--- src/rtl/obu_stream_sequencer.sv ---
// obu_stream_sequencer
//
// Walks a stream of 32-bit bitstream words one OBU at a time. The sequencer
// starts the external header parser and lends it the input FIFO until the
// parser reports the payload size. It then forwards the payload as
// left-aligned beats of 1..4 bytes and returns to IDLE for the next OBU. The
// byte offset of the header or payload inside the current word is carried
// across OBUs, because a payload may end mid-word.
//
// Ports
//   clk, rst          clock; synchronous active-high reset
//   enable            permits starting a new OBU from IDLE
//   in_data/in_valid  FIFO head word (byte 0 at [31:24]) and its valid flag
//   in_pop            consume the FIFO head this cycle
//   hdr_start         one-cycle start pulse to the header parser
//   hdr_offset        byte offset in the current word where the header begins
//   hdr_avail         in_valid, gated to the header phase
//   hdr_pop           header parser word-consume request
//   hdr_done          header complete; size/pad fields valid this cycle
//   hdr_obu_size      payload size in bytes
//   hdr_pad           current word only partly read by the header
//   hdr_pad_len       unread bits in that word (8,16,24,32)
//   cfg_max_size      largest legal payload size
//   out_data          payload bytes, left aligned, unused lanes zero
//   out_bytes         valid bytes in out_data (1..4)
//   out_valid/ready   payload handshake
//   out_last          beat carries the final payload byte of the OBU
//   err               sticky oversize error
//   obu_count         completed OBUs, wraps
module obu_stream_sequencer #(
    parameter int unsigned PARSER_DATA_WIDTH = 32,
    parameter int unsigned SIZE_WIDTH        = 56,
    parameter int unsigned COUNT_WIDTH       = 16
) (
    input  logic                         clk,
    input  logic                         rst,
    input  logic                         enable,
    input  logic [PARSER_DATA_WIDTH-1:0] in_data,
    input  logic                         in_valid,
    output logic                         in_pop,
    output logic                         hdr_start,
    output logic [1:0]                   hdr_offset,
    output logic                         hdr_avail,
    input  logic                         hdr_pop,
    input  logic                         hdr_done,
    input  logic [SIZE_WIDTH-1:0]        hdr_obu_size,
    input  logic                         hdr_pad,
    input  logic [5:0]                   hdr_pad_len,
    input  logic [31:0]                  cfg_max_size,
    output logic [PARSER_DATA_WIDTH-1:0] out_data,
    output logic [2:0]                   out_bytes,
    output logic                         out_valid,
    input  logic                         out_ready,
    output logic                         out_last,
    output logic                         err,
    output logic [COUNT_WIDTH-1:0]       obu_count
);

    localparam int unsigned CMP_WIDTH = (SIZE_WIDTH > 32) ? SIZE_WIDTH : 32;

    typedef enum logic [1:0] {
        S_IDLE,
        S_HDR,
        S_PAYLOAD,
        S_ERR
    } state_t;

    state_t                   state_q, state_d;
    logic [1:0]               offset_q, offset_d;
    logic [SIZE_WIDTH-1:0]    remaining_q, remaining_d;
    logic                     err_q, err_d;
    logic [COUNT_WIDTH-1:0]   count_q, count_d;
    logic                     hdr_start_q, hdr_start_d;

    logic [2:0]               avail;
    logic [2:0]               beat_bytes;
    logic [2:0]               beat_end;
    logic [2:0]               pad_bytes;
    logic [1:0]               hdr_off_new;
    logic [SIZE_WIDTH-1:0]    avail_ext;
    logic [SIZE_WIDTH-1:0]    beat_ext;
    logic [PARSER_DATA_WIDTH-1:0] shifted;
    logic [PARSER_DATA_WIDTH-1:0] masked;
    logic                     oversize;
    logic                     beat_is_last;
    logic                     unused_pad_bits;

    // Only whole-byte pad lengths occur; the sub-byte bits carry no information.
    assign unused_pad_bits = ^hdr_pad_len[2:0];

    // Beat geometry: bytes left in the current word, clipped to the bytes
    // left in the OBU.
    assign avail        = 3'd4 - {1'b0, offset_q};
    assign avail_ext    = SIZE_WIDTH'(avail);
    assign beat_bytes   = (remaining_q < avail_ext) ? remaining_q[2:0] : avail;
    assign beat_ext     = SIZE_WIDTH'(beat_bytes);
    assign beat_end     = {1'b0, offset_q} + beat_bytes;
    assign beat_is_last = (remaining_q == beat_ext);
    assign shifted      = in_data << {offset_q, 3'b000};

    always_comb begin
        masked = '0;
        for (int unsigned i = 0; i < 4; i++) begin
            if (i < 32'(beat_bytes)) begin
                masked[PARSER_DATA_WIDTH-1-8*i -: 8] = shifted[PARSER_DATA_WIDTH-1-8*i -: 8];
            end
        end
    end

    // A fully unread word (pad_len 32) puts the payload at offset 0, not 4.
    assign pad_bytes   = 3'd4 - hdr_pad_len[5:3];
    assign hdr_off_new = hdr_pad ? pad_bytes[1:0] : 2'd0;

    assign oversize = CMP_WIDTH'(hdr_obu_size) > CMP_WIDTH'(cfg_max_size);

    always_comb begin
        state_d     = state_q;
        offset_d    = offset_q;
        remaining_d = remaining_q;
        err_d       = err_q;
        count_d     = count_q;
        hdr_start_d = 1'b0;
        in_pop      = 1'b0;
        hdr_avail   = 1'b0;
        out_valid   = 1'b0;
        out_data    = '0;
        out_bytes   = '0;
        out_last    = 1'b0;

        case (state_q)
            S_IDLE: begin
                if (enable && in_valid) begin
                    state_d     = S_HDR;
                    hdr_start_d = 1'b1;
                end
            end

            S_HDR: begin
                hdr_avail = in_valid;
                in_pop    = hdr_pop && in_valid;
                if (hdr_done) begin
                    offset_d    = hdr_off_new;
                    remaining_d = hdr_obu_size;
                    if (oversize) begin
                        err_d   = 1'b1;
                        state_d = S_ERR;
                    end else if (hdr_obu_size == '0) begin
                        count_d = count_q + COUNT_WIDTH'(1);
                        state_d = S_IDLE;
                    end else begin
                        state_d = S_PAYLOAD;
                    end
                end
            end

            S_PAYLOAD: begin
                out_valid = in_valid;
                out_bytes = beat_bytes;
                out_data  = masked;
                out_last  = in_valid && beat_is_last;
                if (in_valid && out_ready) begin
                    remaining_d = remaining_q - beat_ext;
                    offset_d    = beat_end[1:0];
                    in_pop      = (beat_end == 3'd4);
                    if (beat_is_last) begin
                        count_d = count_q + COUNT_WIDTH'(1);
                        state_d = S_IDLE;
                    end
                end
            end

            S_ERR: begin
                state_d = S_ERR;
            end

            default: begin
                state_d = S_IDLE;
            end
        endcase
    end

    always_ff @(posedge clk) begin
        if (rst) begin
            state_q     <= S_IDLE;
            offset_q    <= '0;
            remaining_q <= '0;
            err_q       <= 1'b0;
            count_q     <= '0;
            hdr_start_q <= 1'b0;
        end else begin
            state_q     <= state_d;
            offset_q    <= offset_d;
            remaining_q <= remaining_d;
            err_q       <= err_d;
            count_q     <= count_d;
            hdr_start_q <= hdr_start_d;
        end
    end

    assign hdr_start  = hdr_start_q;
    assign hdr_offset = offset_q;
    assign err        = err_q;
    assign obu_count  = count_q;

endmodule

--- config.mk ---
export PLATFORM = sky130hd
export DESIGN_NAME = obu_stream_sequencer
export DESIGN_NICKNAME = d
export VERILOG_FILES = /design/src/rtl/obu_stream_sequencer.sv
export SDC_FILE = /design/constraint.sdc
export NUM_CORES = 1
export LEC_CHECK = 0
export CAP_MARGIN = 20
export CORE_MARGIN = 2
export CORE_UTILIZATION = 49
export DETAILED_ROUTE_END_ITERATION = 16
export GPL_ROUTABILITY_DRIVEN = 0
export PLACE_DENSITY_LB_ADDON = 0.3
export RECOVER_POWER = 25
export SYNTH_ARGS = -nofsm -noshare
export SYNTH_HDL_FRONTEND = slang
export SYNTH_SLANG_ARGS = --single-unit
export TNS_END_PERCENT = 20
--- constraint.sdc ---
create_clock -name clk -period 6.2 [get_ports clk]
set_input_delay 1.24 -clock clk [delete_from_list [all_inputs] [get_ports clk]]
set_output_delay 1.24 -clock clk [all_outputs]
set_load 0.01 [all_outputs]
== Yosys cells after proc, flatten, opt, wreduce, memory -nomap -nowiden ==
Cells that the tools add are included.
Operators by class
  equality and inequality tests: 11
  shifts and indexed selects: 1
  order comparisons: 6
  add/sub/neg operators: 5
  multiplexer cells: 33
  reduce and logical (&&, ||, !) cells: 12
  bitwise operators: 1
Operators by type and width (count)
  56-bit two-way mux: 2
  56-bit case mux with 2 select lines: 1
  16-bit two-way mux: 5
  56-bit by 3-bit equality test with 1-bit output: 1
  56-bit by 32-bit greater-than comparator with 1-bit output: 1
  56-bit logical NOT: 1
  56-bit by 3-bit < comparator with 1-bit output: 1
  56-bit by 3-bit subtractor with 56-bit output: 1
  32-bit two-way mux: 1
  8-bit two-way mux: 4
  16-bit case mux with 2 select lines: 1
  32-bit by 5-bit << shifter with 32-bit output: 1
  2-bit two-way mux: 9
  16-bit by 1-bit adder with 16-bit output, second input constant: 1
  2-bit != test, second input constant: 6
  2-bit case mux with 4 select lines: 1
  1-bit by 3-bit < comparator with 1-bit output, first input constant: 2
  2-bit by 3-bit < comparator with 1-bit output, first input constant: 2
  3-bit two-way mux: 2
  3-bit AND reduction: 2
  6-bit AND reduction: 1
  1-bit two-way mux: 5
  2-bit equality test, second input constant: 2
  1-bit logical AND: 4
  other kinds (12): 12
Word-level totals
  word-level logic and storage cells: 75
  output and inout bits: 59
  flip-flop bits (word level): 78
  input bits: 134

== Longest topological paths before layout ==
Gate-level depths: netlist of the first run.
  depth after elaboration: 7
  gate-level depth with buffers: 20
  gate-level depth less buffers: 18

== Worst setup path before layout of the first run ==
OpenSTA, ideal clock, no wires.
  kind: reg2out
  from: reg offset_q[0], in the netlist hdr_offset[0]
  to: out in_pop
  setup slack: 1607 ps
  buffers on the path: 1
  arrival: 3353 ps
  data required time: 4960 ps
  stages on the path, launching flop included: 16
  cell sequence: dfxtp_1 -> clkbuf_1 -> inv_1 -> ha_1 -> inv_1 -> ha_1 -> a21o_1 -> a21oi_1 -> nand4_2 -> mux2i_1 -> inv_1 -> ha_1 -> inv_1 -> fa_1 -> nand4b_1 -> o31ai_1
Between the ends
  cells in the longest elaborated chain, start to end: 7
RTL lines
  start: declaration: line 69  | logic [1:0] offset_q, offset_d;
  start signal: assignment: line 192  | offset_q <= offset_d;
  3-bit by 2-bit subtractor with 3-bit output: line 93  | assign avail = 3'd4 - {1'b0, offset_q};
  56-bit by 3-bit < comparator with 1-bit output: line 95  | assign beat_bytes = (remaining_q < avail_ext) ? remaining_q[2:0] : avail;
  3-bit two-way mux: line 95
  2-bit by 3-bit adder with 3-bit output (*): line 97  | assign beat_end = {1'b0, offset_q} + beat_bytes;
  3-bit equality test (*): line 164  | in_pop = (beat_end == 3'd4);
  1-bit two-way mux (*): line 161  | if (in_valid && out_ready) begin
  1-bit case mux with 2 select lines (*): line 130  | case (state_q)
  end: declaration: line 40  | output logic in_pop,
Mark *: on every way between the ends. The rest lies on a longest branch, timed or not.

== Final worst setup path of the first run ==
  from: reg remaining_q[39]
  to: out in_pop
Between the ends
  cells in the longest elaborated chain, start to end: 6
RTL lines
  start: declaration: line 70  | logic [SIZE_WIDTH-1:0] remaining_q, remaining_d;
  start signal: assignment: line 193  | remaining_q <= remaining_d;
  56-bit by 3-bit < comparator with 1-bit output: line 95
  3-bit two-way mux: line 95
  2-bit by 3-bit adder with 3-bit output: line 97
  3-bit equality test: line 164
  1-bit two-way mux: line 161
  1-bit case mux with 2 select lines: line 130
Every way passes these cells.

==> results.md, run 1 <==
- Vias per cell: 6.00
- Fraction of registers with async set/reset: 0%
- Type of origin of the critical path: flop
- Fin. max-slew vios: 163
- Total chip power: 0.00338 W
- Final Non-Filler Cells: 1235
- Leak pwr: 3.33 nW
- Clock latency on the worst-skew pair: 340 ps
- Crit end category: output port
- Final TNS setup: 0 ps
- Die Y: 120 microns
- NetSw: 0.00158 W
- Failing checks: capacitance limit, slew limit
- Drt pass-1 iters: 5
- Final Hold Fails: 0
- Initial antenna violation count: 0
- Die ar.: 14400 sq um
- Largest net degree at the start of global routing: 78
- Most used DFF post-synth: dfxtp_1
- Hold crit path type: reg2reg
- Cell accounting for the most synthesized area: dfxtp_1
- Die X: 120 microns
- Gate count after technology mapping: 902
- Initial core utilization: 49.9%
- Post-CTS Hold Buffers: 0
- Drt total wl: 19.5 mm
- First-pass GRT wire length: 32.1 mm
- Clk_skew: 11.1 ps
- CTS max path bufs: 2
- CTS clk-pin slew, worst paths: 60 ps
- Vias in the first global route: 6629
- Fraction of post-synthesis cell area in the top cell type by area: 23.7%
- Max cap viols: 3
- Synth top cells by count: a21oi_1, nor2_1, dfxtp_1, nand2_1, inv_1
- # clock sinks: 78
- Reg-to-reg slack, setup: 850 ps
- Worst VDD drop: 219 uV
- Layout Cell Area excl Fill: 8840 sq um
- Worst path required time: 4960 ps
- Status: finished, violations left
- CP max FO: 8
- Final Cycle Share: 91.6%
- Num rows: 42
- DR vias: 7408
- Layout cells sized above 1: 4.25%
- DP Wirelength: 14.0 mm
- Flop pwr share: 24.4%
- # IOs: 193
- Num CTS Buffers: 9
- Seq/Total Area, Yosys: 23.7%
- Final setup margin: 518 ps
- Clock root cell: clkbuf_16
- Post-synthesis net count: 1083
- Measured slew at the worst slew-check pin: 2170 ps
- Critical Setup Path Class: reg2out
- Mapped Area: 6580 sq um
- Htree depth: 3
- P per Cell Area: 382 nW/um^2
- Core area: 13200 sq um
- Total track usage: 26.9%
- # DRC: 0
- Fmax: 176 MHz
- Slew headroom: -44.9%
- Final Critical Period: 5680 ps
- Wire length per cell: 15.8 microns
- Most area-consuming cells after synthesis: dfxtp_1, ha_1, a21oi_1
- Post-synth EDFFs: 0
- Yosys warns: 0
- Switch share: 46.8%
- Pre-CTS WS: 1020 ps
- Drt initial violations: 772
- # nets final: 1236
- Synth Area per Inst: 7.29 sq um
- Cell Count Post-Placement: 1220
- Comb power frac: 57.6%
- Internal cell power: 0.00180 W
- Fillers: 1141
- RSZ-0062 raised after global routing: no
- Dpl cell area: 8540 sq um
- Final setup viols: 0
- Clock power share: 17.9%
- Setup repair bufs after CTS: 0
- Arr. time, crit path: 4440 ps
- Distinct cells, synth: 71
- Post_cts resized: 0
- Yosys reg bits: 78
- Layout area overhead: 34.4%
- DRT antenna net count: 0
- Grt ovf: 0
- TritonCTS clock tree: done
- PortBufs: 188
- Antenna diode count: 0
-- state kept, by name, summed over array words and instances (netlist names) --
name and cells:
err 1, hdr_offset 2, hdr_start 1, obu_count 16, remaining_q 56, state_q 2
-- per-stage QoR --
| stage | hold slack [ps] | utilization (%) |
|---|---|---|
| after floorplan | 449 | - |
| after global routing | 489 | 67.0 |
| after CTS | 480 | 67.3 |
| final | 470 | 67.0 |
| after global placement | 450 | 64.7 |
| after detailed placement | 464 | 64.7 |
-- final timing paths --
| path | startpoint | end | cells after the start |
|---|---|---|---|
| worst max-delay path | remaining_q[39] | in_pop | 12 |
| worst min-delay path | err | err | 2 |
| worst max register to register | state_q[0] | remaining_q[21] | 9 |
| worst min register to register | err | err | 2 |
-- layer usage --
metal	global-route usage (%)	share of wire (%)
met1	37.3	46
met3	4.13	5.7
met2	43.3	47
met4	7.57	1.8
met5	0	0
-- worst max-delay path, stage by stage, from the launching register on --
cell and delay [ps]:
dfxtp_1 360, or4_1 620, nor4_1 470, and3_1 390, nand4_2 270, mux2i_1 220, inv_1 120, ha_1 150
inv_1 50, fa_1 510, nand4b_1 100, o31ai_1 250, clkdlybuf4s50_1 590
-- final cells by class --
class,instances,area (sq um),area share (%)
timing repair buffer,196,1920,21.7
sequential,78,1560,17.7
clock inverter,6,111,1.26
tap,176,220,2.49
inverter,50,188,2.12
multi-input combinational,720,4610,52.2
clock buffer,9,225,2.55
-- cell families (layout without fill, tap and decap cells) --
group / Yosys count / in the layout / share of synthesized area, %
AND/OR/NAND/NOR: 379 / 379 / 30.8
AO/OA/AOI/OAI: 264 / 264 / 25.6
buffers and inverters: 104 / 261 / 6.05
flip-flops: 78 / 78 / 23.7
adder cells (fa/ha/maj): 47 / 47 / 9.17
multiplexers: 28 / 28 / 4.41
XOR/XNOR: 2 / 2 / 0.266
-- power groups by stage --
stage | Sequential (W) | Combinational [W] | Clock (W)
final | 0.000826 | 0.00195 | 0.000606
after global routing | 0.000851 | 0.00216 | 0.000634
after CTS | 0.000820 | 0.00194 | 0.000609
after detailed placement | 0.000828 | 0.00192 | 0
after global placement | 0.000822 | 0.00189 | 0
after floorplan | 0.000795 | 0.00144 | 0
-- layout by cell type (no fill, tap or decap), types with 4 or more instances in the layout --
| cell | Yosys | layout |
|---|---|---|
| nand4_1 | 19 | 19 |
| buf_4 | 1 | 4 |
| o22a_1 | 5 | 5 |
| nand2_1 | 69 | 69 |
| a21oi_1 | 90 | 90 |
| o41ai_1 | 4 | 4 |
| nor2_1 | 90 | 90 |
| o221a_2 | 4 | 4 |
| o32ai_1 | 8 | 8 |
| o21a_1 | 8 | 8 |
| dfxtp_1 | 78 | 78 |
| or3_1 | 8 | 8 |
| a22oi_1 | 5 | 5 |
| clkdlybuf4s50_1 | 0 | 166 |
| a21o_1 | 7 | 7 |
| o21ai_0 | 47 | 47 |
| or4_1 | 18 | 18 |
| a31oi_1 | 5 | 5 |
| mux2i_1 | 22 | 22 |
| o22ai_1 | 11 | 11 |
| nor2b_1 | 29 | 29 |
| nand3b_1 | 6 | 6 |
| inv_1 | 49 | 49 |
| nor4_1 | 33 | 34 |
| clkbuf_16 | 0 | 9 |
| o31ai_1 | 10 | 10 |
| nand2b_1 | 6 | 6 |
| ha_1 | 45 | 45 |
| mux2_2 | 5 | 5 |
| nand3_1 | 26 | 26 |
| dlygate4sd3_1 | 0 | 21 |
| and2_1 | 11 | 10 |
| and3_1 | 9 | 9 |
| a211oi_1 | 39 | 39 |
| nor3_1 | 32 | 32 |
(Power assumes the default switching activity.)
==> inputs of run 2 (changes only) <==
Clock period 6.2 ns to 5.75 ns, I/O delays scaled along.
==> run 2 against run 1 <==
  * Clock-buffer cell count grew 2
  * Die area is the same
  * Largest power group unchanged
  * The flow still finishes with violations (capacitance limit, slew limit)
  * Via count increased by 0.15%
  * Total power rose by 6.1%
  * Routed wire length rose by 0.49%
==> results.md, run 2 (synthesis gave the netlist of run 1 again) <==
- Final TNS setup: 0 ps
- RSZ-0062 raised after global routing: no
- Clock root cell: clkbuf_16
- TritonCTS clock tree: done
- Core area: 13200 sq um
- CP max FO: 7
- Reg-to-reg slack, setup: 910 ps
- Type of origin of the critical path: flop
- # clock sinks: 78
- Vias in the first global route: 6497
- Leak pwr: 3.34 nW
- Initial core utilization: 49.9%
- Antenna diode count: 0
- Htree depth: 3
- Arr. time, crit path: 4270 ps
- Fillers: 1151
- Crit end category: output port
- Vias per cell: 5.98
- Final hold slack: 463 ps
- Worst VDD drop: 226 uV
- Fmax: 184 MHz
- Hold Path Depth: 2
- Fin. max-slew vios: 140
- CTS max path bufs: 2
- WHS Endpoint: err
- Dpl cell area: 8580 sq um
- Drt pass-1 iters: 5
- Layout cells sized above 1: 4.88%
- # IOs: 193
- Largest net degree at the start of global routing: 89
- Most common cell after layout, fill and taps aside: clkdlybuf4s50_1
- Clock latency on the worst-skew pair: 340 ps
- # nets final: 1241
- Post_cts resized: 0
- Die Y: 120 microns
- DR vias: 7419
- Crit path from: remaining_q[34]
- CTS clk-pin slew, worst paths: 70 ps
- Final Critical Period: 5420 ps
- Hold crit path type: reg2reg
- Layout Cell Area excl Fill: 8840 sq um
- # DRC: 0
- PortBufs: 188
- P per Cell Area: 406 nW/um^2
- Setup repair bufs after CTS: 0
- DP Wirelength: 14.3 mm
- Layout area overhead: 34.4%
- Final setup viols: 0
- Status: finished, violations left
- DRT antenna net count: 0
- Initial antenna violation count: 0
- Wire length per cell: 15.8 microns
- Die X: 120 microns
- Measured slew at the worst slew-check pin: 2410 ps
- Drt total wl: 19.6 mm
- Failing checks: capacitance limit, slew limit
- Final Cycle Share: 94.3%
- Die ar.: 14400 sq um
- Reg-to-Reg Start: remaining_q[34]
- Drt initial violations: 656
- Total track usage: 27.0%
- Num rows: 42
- Grt ovf: 0
- Worst path required time: 4600 ps
- Slew headroom: -60.6%
- Hold Startpoint: err
- Clk_skew: 7.91 ps
- Final Hold Fails: 0
- R2r worst-path depth: 13
- Num CTS Buffers: 9
- Critical Setup Path Class: reg2out
- Number of flip-flops under the largest register name: 56
- Commonest non-fill, non-tap cells in the layout: clkdlybuf4s50_1, nor2_1, a21oi_1
- First-pass GRT wire length: 32.1 mm
- Max cap viols: 2
- RR Endpoint: remaining_q[42]
- Biggest register: remaining_q
- Post-CTS Hold Buffers: 0
## run 2: layout make-up
| type | instances | area [sq um] | share of cell area (%) |
|---|---|---|---|
| multi-input cells | 720 | 4620 | 52.3 |
| repair buffers | 201 | 1960 | 22.1 |
| flip-flops and latches | 78 | 1560 | 17.7 |
| clock buffers | 11 | 253 | 2.86 |
| well taps | 176 | 220 | 2.49 |
| inverters | 50 | 188 | 2.12 |
| clock inverters | 5 | 41.3 | 0.467 |
## run 2: how the worst max path moves through the flow
stage / endpoint / slack (ps) / cells after the start
after detailed placement: in_pop / 700 / 12
after CTS: in_pop / 330 / 12
after floorplan: remaining_q[33] / 1240 / 17
after global routing: in_pop / 130 / 12
final: in_pop / 330 / 12
after global placement: in_pop / 730 / 12
## run 2: critical path: stages, from the launching register on
cell and delay, ps:
dfxtp_1 340, or4_1 590, nor4_2 400, and3_1 370
nand4_2 280, mux2i_1 220, inv_1 130, ha_1 140
inv_1 40, fa_1 490, nand4b_1 100, o31ai_1 230
clkdlybuf4s50_1 580
## run 2: layer usage
layer	share of wire [%]	track usage (%)	vias to the layer above	routed length [microns]
met4	1.8	7.50	0	360
met5	0	0	-	0
met1	46	37.5	3448	9100
li1	-	-	3698	-
met2	46	43.8	245	9070
met3	5.4	3.85	28	1050
## run 2: through the flow
| stage | setup slack (ps) | power, W | instances | util (%) |
|---|---|---|---|---|
| 2_1_floorplan | 1240 | 0.00241 | 902 | - |
| 3_3_place_gp | 730 | 0.00296 | 1225 | 65.0 |
| 3_5_place_dp | 697 | 0.00300 | 1225 | 65.0 |
| 4_1_cts | 330 | 0.00357 | 1241 | 67.3 |
| 5_1_grt | 126 | 0.00388 | 1241 | 67.0 |
| 6_report | 327 | 0.00359 | 1241 | 67.0 |
## run 2: report_power, final
part / internal (W) / switching (W)
combinational: 0.000830 / 0.00130
clock: 0.000319 / 0.000249
sequential: 0.000713 / 0.000177
==> inputs of run 3 (changes only) <==
Settings changed: SLEW_MARGIN from default to 20.
==> run 3 against run 2 <==
  * The run still ends with capacitance limit, slew limit left
  * Global-route usage unchanged
  * Cell area increased by 0.16%
  * Non-clock buffer count increased by 1
  * Total power increased by 0.46%
  * Cell count about the same
  * Combinational power about the same
  * Largest cell class unchanged
  * Critical path depth unchanged
==> results.md, run 3 (synthesis gave the netlist of run 1 again) <==
- Setup repair bufs after CTS: 0
- Failing checks: capacitance limit, slew limit
- Worst path required time: 4600 ps
- Drt pass-1 iters: 4
- Slew headroom: -61.9%
- Worst VDD drop: 249 uV
- Die ar.: 14400 sq um
- Fmax: 185 MHz
- Final design utilization: 67.1%
- Met3 Resource Use GR: 3.85%
- First-pass GRT wire length: 32.1 mm
- Grt met1 use: 37.5%
- Total chip power: 0.00360 W
- Die X: 120 microns
- CTS clk-pin slew, worst paths: 70 ps
- Htree depth: 3
- Post_cts resized: 0
- Gr busiest metal: met2
- Final Cycle Share: 94.2%
- # IOs: 193
- Vias in the first global route: 6497
- Largest stage delay, worst path: 590 ps
- Final Hold Fails: 0
- # DRC: 0
- Initial antenna violation count: 0
- TritonCTS clock tree: done
- Vias per cell: 5.99
- Measured slew at the worst slew-check pin: 2430 ps
- Final TNS setup: 0 ps
- Hold crit path type: reg2reg
- DP Wirelength: 14.3 mm
- PortBufs: 188
- Commonest non-fill, non-tap cells in the layout: clkdlybuf4s50_1, nor2_1, a21oi_1
- # clock sinks: 78
- Largest net degree at the start of global routing: 89
- Final hold slack: 462 ps
- Slowest stage cell, crit path: or4_1
- Drt total wl: 19.6 mm
- Layout cells sized above 1: 4.88%
- Num CTS Buffers: 9
- Number of flip-flops under the largest register name: 56
- Critical-path cell list: or4_1, nor4_2, and3_1, nand4_2, mux2i_1, inv_1, ha_1, inv_1, fa_1, nand4b_1, o31ai_1, clkdlybuf4s50_1
- Initial core utilization: 49.9%
- Biggest register: remaining_q
- Post-CTS Hold Buffers: 0
- Status: finished, violations left
- Core area: 13200 sq um
- Critical Setup Path Class: reg2out
- Total track usage: 27.0%
- Cell family with most CP delay: simple AND/OR/NAND/NOR gates
- Fin. max-slew vios: 140
- Clk_skew: 7.60 ps
- Die Y: 120 microns
- Grt ovf: 0
- Drt initial violations: 608
- Crit end category: output port
- DRT antenna net count: 0
- # nets final: 1242
- Antenna diode count: 0
- Most used cell, CP: inv_1
- DR vias: 7440
- GR Util met2: 43.8%
- Arr. time, crit path: 4270 ps
- Leak pwr: 3.34 nW
- Wire length per cell: 15.8 microns
- CTS max path bufs: 2
- RSZ-0062 raised after global routing: no
- Max cap viols: 2
- P per Cell Area: 407 nW/um^2
- Final setup viols: 0
- Most common cell after layout, fill and taps aside: clkdlybuf4s50_1
- Type of origin of the critical path: flop
- Worst path buffer plus inverter count: 3
- Num rows: 42
- CP max FO: 7
- Clock root cell: clkbuf_16
- Clock latency on the worst-skew pair: 340 ps
- Final Critical Period: 5420 ps
- Layout area overhead: 34.6%
run 3: routing by layer:
metal  share of wire [%]  vias to the layer above
met3                 6.0                       25
met1                  46                     3452
met5                   0                        -
met2                  46                      264
met4                 1.8                        0
li1                    -                     3699
run 3: path summary, 6_finish.rpt:
| path | start | end | slack [ps] | cells past startpoint |
|---|---|---|---|---|
| worst max register to register | remaining_q[34] | remaining_q[42] | 920 | 13 |
| worst max-delay path | remaining_q[34] | in_pop | 330 | 12 |
| worst min register to register | err | err | 460 | 2 |
| worst min-delay path | err | err | 460 | 2 |
run 3: tightest hold or removal path, stage by stage (launching register included):
cell and delay (ps):
dfxtp_1 320, a21oi_1 40, nor2_1 70
run 3: layout make-up:
type / instances / area [sq um]
clock inverter: 5 / 41.3
inverter: 50 / 188
timing repair buffer: 202 / 1970
multi-input combinational: 720 / 4620
tap: 176 / 220
fill: 1151 / 4330
clock buffer: 11 / 253
sequential: 78 / 1560
run 3: power breakdown:
part,switching [W],internal [W],total (W)
registers,0.000177,0.000713,0.000891
clock network,0.000249,0.000319,0.000568
logic,0.00130,0.000841,0.00214
total,0.00173,0.00187,0.00360
run 3: per-stage QoR:
step | worst slack (ps) | area (sq um) | cells
2_1_floorplan | 1240 | 6580 | 902
3_3_place_gp | 730 | 8580 | 1225
3_5_place_dp | 697 | 8580 | 1225
4_1_cts | 330 | 8870 | 1241
5_1_grt | 126 | 8860 | 1242
6_report | 335 | 8860 | 1242
